===== src/rtl/rtio_event_scheduler.sv =====
// Timestamped event scheduler: FIFO of {ts,data}, one-cycle issue at counter.
// RTIO_EVENT_SCHEDULER_LATE_DROP_EN: drop late events instead of issuing them.
module rtio_event_scheduler #(
  parameter int DATA_WIDTH      = 64,
  parameter int FIFO_DEPTH      = 16,
  parameter int FIFO_ADDR_WIDTH = 4
) (
  input  logic                     clk,
  input  logic                     reset,
  input  logic                     start,
  input  logic [63:0]              counter,
  input  logic                     in_valid,
  output logic                     in_ready,
  input  logic [63:0]              in_timestamp,
  input  logic [DATA_WIDTH-1:0]    in_data,
  output logic                     out_valid,
  output logic [63:0]              out_timestamp,
  output logic [DATA_WIDTH-1:0]    out_data,
  output logic                     out_late,
  output logic [15:0]              late_count,
  output logic [FIFO_ADDR_WIDTH:0] fifo_level,
  output logic                     fifo_full,
  output logic                     fifo_empty
);

  typedef enum logic [1:0] {
    S_EMPTY,
    S_LOAD,
    S_WAIT,
    S_FIRE
  } state_t;

  localparam logic [FIFO_ADDR_WIDTH:0] LP_DEPTH =
    (FIFO_ADDR_WIDTH+1)'(FIFO_DEPTH);

  state_t r_state;
  state_t w_state_nxt;

  logic [63:0]              r_mem_ts   [FIFO_DEPTH];
  logic [DATA_WIDTH-1:0]    r_mem_data [FIFO_DEPTH];
  logic [FIFO_ADDR_WIDTH-1:0] r_wr_ptr;
  logic [FIFO_ADDR_WIDTH-1:0] r_rd_ptr;
  logic [FIFO_ADDR_WIDTH:0] r_level;
  logic [FIFO_ADDR_WIDTH:0] w_level_nxt;
  logic                     r_full;
  logic                     r_empty;
  logic                     r_ready;

  logic [63:0]              r_head_ts;
  logic [DATA_WIDTH-1:0]    r_head_data;
  logic                     r_eval;

  logic                     r_out_valid;
  logic [63:0]              r_out_ts;
  logic [DATA_WIDTH-1:0]    r_out_data;
  logic [15:0]              r_late_count;

  logic w_push;
  logic w_pop;
  logic w_avail;
  logic w_due;
  logic w_issue;
  logic w_late;
  logic w_show;

  assign w_push  = in_valid && r_ready;
  assign w_avail = !r_empty || w_push;
  assign w_due   = start && (counter >= r_head_ts);

  assign w_level_nxt = r_level
    + {{FIFO_ADDR_WIDTH{1'b0}}, w_push}
    - {{FIFO_ADDR_WIDTH{1'b0}}, w_pop};

  always_ff @(posedge clk) begin
    if (w_push) begin
      r_mem_ts[r_wr_ptr]   <= in_timestamp;
      r_mem_data[r_wr_ptr] <= in_data;
    end
  end

  always_ff @(posedge clk) begin
    if (reset) begin
      r_wr_ptr <= '0;
      r_rd_ptr <= '0;
      r_level  <= '0;
      r_full   <= 1'b0;
      r_empty  <= 1'b1;
      r_ready  <= 1'b1;
    end else begin
      if (w_push) r_wr_ptr <= r_wr_ptr + 1'b1;
      if (w_pop)  r_rd_ptr <= r_rd_ptr + 1'b1;
      r_level <= w_level_nxt;
      r_full  <= (w_level_nxt == LP_DEPTH);
      r_empty <= (w_level_nxt == '0);
      r_ready <= (w_level_nxt != LP_DEPTH);
    end
  end

  always_ff @(posedge clk) begin
    if (reset) begin
      r_head_ts   <= '0;
      r_head_data <= '0;
      r_eval      <= 1'b0;
    end else begin
      if (w_pop) begin
        r_head_ts   <= r_mem_ts[r_rd_ptr];
        r_head_data <= r_mem_data[r_rd_ptr];
      end
      // Late check only on the first start-high cycle of each WAIT run
      r_eval <= (r_state == S_WAIT) && start;
    end
  end

  always_ff @(posedge clk) begin
    if (reset) r_state <= S_EMPTY;
    else       r_state <= w_state_nxt;
  end

  always_comb begin
    w_state_nxt = r_state;
    case (r_state)
      S_EMPTY: if (w_avail) w_state_nxt = S_LOAD;
      S_LOAD:  w_state_nxt = S_WAIT;
      S_WAIT:  if (w_due) w_state_nxt = S_FIRE;
      S_FIRE:  w_state_nxt = w_avail ? S_LOAD : S_EMPTY;
      default: w_state_nxt = S_EMPTY;
    endcase
  end

  always_comb begin
    w_pop   = (r_state == S_LOAD);
    w_issue = 1'b0;
    w_late  = 1'b0;
    if (r_state == S_WAIT && w_due) begin
      w_issue = 1'b1;
      w_late  = !r_eval && (counter > r_head_ts);
    end
`ifdef RTIO_EVENT_SCHEDULER_LATE_DROP_EN
    w_show = w_issue && !w_late;
`else
    w_show = w_issue;
`endif
  end

  // Output registers load on WAIT->FIRE so the pulse lands in FIRE
  always_ff @(posedge clk) begin
    if (reset) begin
      r_out_valid  <= 1'b0;
      r_out_ts     <= '0;
      r_out_data   <= '0;
      r_late_count <= '0;
    end else begin
      r_out_valid <= w_show;
      if (w_show) begin
        r_out_ts   <= r_head_ts;
        r_out_data <= r_head_data;
      end
      if (w_issue && w_late && r_late_count != 16'hFFFF)
        r_late_count <= r_late_count + 16'd1;
    end
  end

`ifdef RTIO_EVENT_SCHEDULER_LATE_DROP_EN
  assign out_late = 1'b0;
`else
  logic r_out_late;

  always_ff @(posedge clk) begin
    if (reset)       r_out_late <= 1'b0;
    else if (w_show) r_out_late <= w_late;
  end

  assign out_late = r_out_late;
`endif

  assign in_ready      = r_ready;
  assign out_valid     = r_out_valid;
  assign out_timestamp = r_out_ts;
  assign out_data      = r_out_data;
  assign late_count    = r_late_count;
  assign fifo_level    = r_level;
  assign fifo_full     = r_full;
  assign fifo_empty    = r_empty;

endmodule


===== config.mk =====
export PLATFORM = sky130hd
export DESIGN_NAME = rtio_event_scheduler
export DESIGN_NICKNAME = d
export VERILOG_FILES = /design/src/rtl/rtio_event_scheduler.sv
export SDC_FILE = /design/constraint.sdc
export NUM_CORES = 2
export LEC_CHECK = 0
export ABC_AREA = 1
export CORE_AREA = 10 10 419 421
export DETAILED_ROUTE_END_ITERATION = 10
export DIE_AREA = 0 0 429 431
export DONT_BUFFER_PORTS = 1
export PLACE_DENSITY = 0.7
export SETUP_SLACK_MARGIN = 0.1
export SYNTH_ARGS = -nofsm -noshare
export SYNTH_HDL_FRONTEND = slang
export SYNTH_SLANG_ARGS = --single-unit

===== constraint.sdc =====
create_clock -name clk -period 15.82 [get_ports clk]
set_clock_uncertainty 0.1 [all_clocks]
set_input_delay 2.373 -clock clk [delete_from_list [all_inputs] [get_ports clk]]
set_output_delay 2.373 -clock clk [all_outputs]
set_load 0.01 [all_outputs]

==> key figures <==
Min path
  • Min-delay worst type: flop to flop
  • Hold Path Sink: out_timestamp[55]
  • Hold path start: r_head_ts[55]
  • Worst hold stages: 2

Floorplan
  • Boundary Pins: 350
  • Die width: 429 um
  • Core region area: 167000 um^2
  • Chip height: 431 um
  • Die area: 185000 um^2
  • Starting Density: 54.8%
  • Number of placement rows: 150

Final layout
  • P&R area growth vs syn: 9.61%
  • Share of layout cells above drive strength 1: 6.37%
  • Sequential Area: 67400 um^2
  • Most frequent cells in the layout: 2048 x edfxtp_1, 1598 x nor2_1, 1234 x o21ai_0, 445 x o22ai_1, 289 x dfxtp_1
  • Most common cell after layout, fill and taps aside: edfxtp_1
  • Area of the multi-input gates: 20900 um^2
  • Nets: 7372
  • Final Util: 60.1%
  • Fill count: 12778
  • Final std cells w/o fill: 9505

Critical path
  • Crit path max-delay family: buffers and inverters
  • Critical path class: flop to flop
  • Worst EP required: 16.50 ns
  • RR Endpoint: r_head_data[49]
  • RR Startpoint: r_rd_ptr[0]
  • Crit path launch type: flop
  • Worst R2R Setup Slack: 9.41 ns
  • Delay of the slowest critical-path stage: 0.91 ns
  • R2R cell count: 11
  • Worst-path fanout max: 179
  • Critical Path, Cell by Cell: inv_8 -> buf_4 -> buf_4 -> buf_4 -> buf_4 -> o21ai_0 -> o22ai_1 -> o21ai_0 -> o21ai_1 -> o221ai_1 -> inv_1
  • Most frequent CP cell: buf_4
  • CP max stage cell: buf_4
  • Crit path buffers/inverters: 6
  • Crit path DAT: 7.09 ns
  • Crit. End Element: flop

CTS
  • CTS Buffer Depth: 3
  • CTS Sinks: 2341
  • Root Buffer: clkbuf_16
  • Setup Fix Bufs, Post-CTS: 0
  • Post_cts resized: 0
  • CTS Buf Count: 226
  • Clk slew on worst S/H paths: 0.06 ns
  • CTS tree: done
  • H-Tree Depth: 4
  • CTS Hold Bufs: 0
  • Worst skew pair latency: 0.88 ns

Logic synthesis
  • Cell Area, Synth: 91300 um^2
  • Post-synth top area share: 67.3%
  • Syn Area/Cell: 12.5 um^2
  • Yosys warning total: 0
  • Post-synth cell types: 38
  • Sequential area share after synthesis: 73.8%
  • Ys async rst share: 0%
  • Syn Inst Count: 7292
  • Synth Flop Type: edfxtp_1
  • Mapped Nets: 7569
  • Synth Register Bits: 2341
  • Synth top area cells: edfxtp_1 67%, o21ai_0 6.8%, nor2_1 6.6%
  • Number of enable flip-flop cells after synthesis: 2048
  • Cell taking the most area after synthesis: edfxtp_1

Routing
  • TritonRoute pass-1 iters: 6
  • Routed Antenna Nets: 0
  • DR DRC count: 0
  • Routed length per placed instance: 26.5 um
  • DR vias: 59299
  • DR vias/cell: 6.24
  • Initial DRC count: 6547
  • Routed WL: 252000 um

Place
  • Setup slack at placement: 9.12 ns
  • HPWL after detailed placement: 130000 um
  • Buffers on Ports: 0
  • Placed cell count: 9071
  • Routability cong.: 0.805

Timing
  • Final Cycle Share: 40.5%
  • RSZ-0062 raised after global routing: no
  • Slew HR: 21.2%
  • FMAX: 0.156 GHz
  • Worst Tran Pin Value: 1.18 ns
  • Slew Limit Fails: 0
  • Final hold vios: 0
  • Endpoints failing setup: 0
  • Tmin final: 6.41 ns
  • Setup ws final: 9.41 ns
  • Setup TNS: 0 ns

Power
  • Power per standard cell area: 162 nW/um^2
  • VDD IR-drop max: 0.134 mV
  • Leak: 33.3 nW

Global route
  • Total GRT Usage: 26.4%
  • GRT overflow: 0
  • Initial antenna violation count: 3
  • Vias in the first global route: 56937
  • Largest net degree at the start of global routing: 191
  • First-pass GRT wire length: 370000 um

Run
  • Max-Cap Viols: 0

Run status
  • Status: finished clean
flip-flops by register name (all words and copies together) (netlist names):
name and cells:
r_eval 1, out_late 1, late_count 16, out_valid 1
out_data 64, r_mem_data 1024, r_wr_ptr 4, fifo_full 1
fifo_level 5, r_head_ts 64, r_head_data 64, out_timestamp 64
r_rd_ptr 4, in_ready 1, r_state 2, fifo_empty 1
r_mem_ts 1024
stage by stage:
step	cell area [um^2]	hold slack, ns	power, mW
after floorplan	91300	0.344	9.96
after global placement	92800	0.360	10.9
after detailed placement	92800	0.367	11.0
after CTS	100000	0.385	16.3
after global routing	100000	0.419	17.0
final	100000	0.394	16.2
tightest hold or removal path, stage by stage, from the launching register on:
cell and delay, ns:
dfxtp_1 0.32, o21ai_1 0.07, nor2_1 0.07
cells in the mapped netlist, types with 2 or more instances:
cell      count
ha_1         80
xnor2_1       4
xor2_1       10
a21oi_1      98
clkbuf_1    339
o221ai_1    164
nand4_1       4
nand2_1     138
o21ai_0    1234
dfxtp_1     293
clkbuf_2      8
inv_2         2
o21ai_1     215
nand2_2       3
buf_4        11
buf_6        15
a21o_1        3
buf_1        12
inv_1       254
and3_1        3
o311ai_1     12
edfxtp_1   2048
o21a_1        2
nor3_1       35
o211ai_1     22
nand3_1      82
o22ai_1     445
nor2_2        3
nor2_1     1614
buf_2       131
final cells by class:
cell class | count | share of cell area [%]
clock buffer | 307 | 6.15
antenna | 1 | 0.00250
multi-input combinational | 4178 | 20.8
sequential | 2341 | 67.3
inverter | 256 | 1.01
tap | 2204 | 2.76
timing repair buffer | 92 | 0.765
clock inverter | 126 | 1.16
cells by family after synthesis:
kind of cell | after synthesis | share of synthesized area [%]
flip-flops | 2341 | 73.8
buffers and inverters | 773 | 3.55
adder cells (fa/ha/maj) | 81 | 1.12
XOR/XNOR | 14 | 0.134
AND/OR/NAND/NOR | 1887 | 7.98
AO/OA/AOI/OAI | 2196 | 13.4
worst max path at each step:
stage | startpoint | endpoint | slack [ns] | depth (start not counted)
floorplan | in_valid | r_mem_data[0][0] | 7.07 | 4
global placement | counter[11] | out_data[43] | 9.10 | 12
detailed placement | counter[11] | out_data[30] | 9.12 | 12
CTS | r_rd_ptr[0] | r_head_data[49] | 9.57 | 11
global route | r_rd_ptr[0] | r_head_data[43] | 8.95 | 11
finish | r_rd_ptr[0] | r_head_data[49] | 9.41 | 11
metal layers:
| metal | wire length (um) | up-vias | global-route usage [%] |
|---|---|---|---|
| li1 | - | 26331 | - |
| met4 | 9570 | 4 | 10.1 |
| met3 | 24400 | 506 | 6.22 |
| met5 | 21 | - | 0 |
| met1 | 96800 | 29564 | 33.6 |
| met2 | 122000 | 2894 | 44.0 |
power breakdown:
group | switching (mW) | internal (mW) | total [mW]
logic | 2.50 | 1.04 | 3.54
registers | 0.310 | 7.10 | 7.41
clock network | 2.31 | 2.98 | 5.29
total | 5.12 | 11.1 | 16.2
Note: power is estimated with default switching activity, not from simulation.
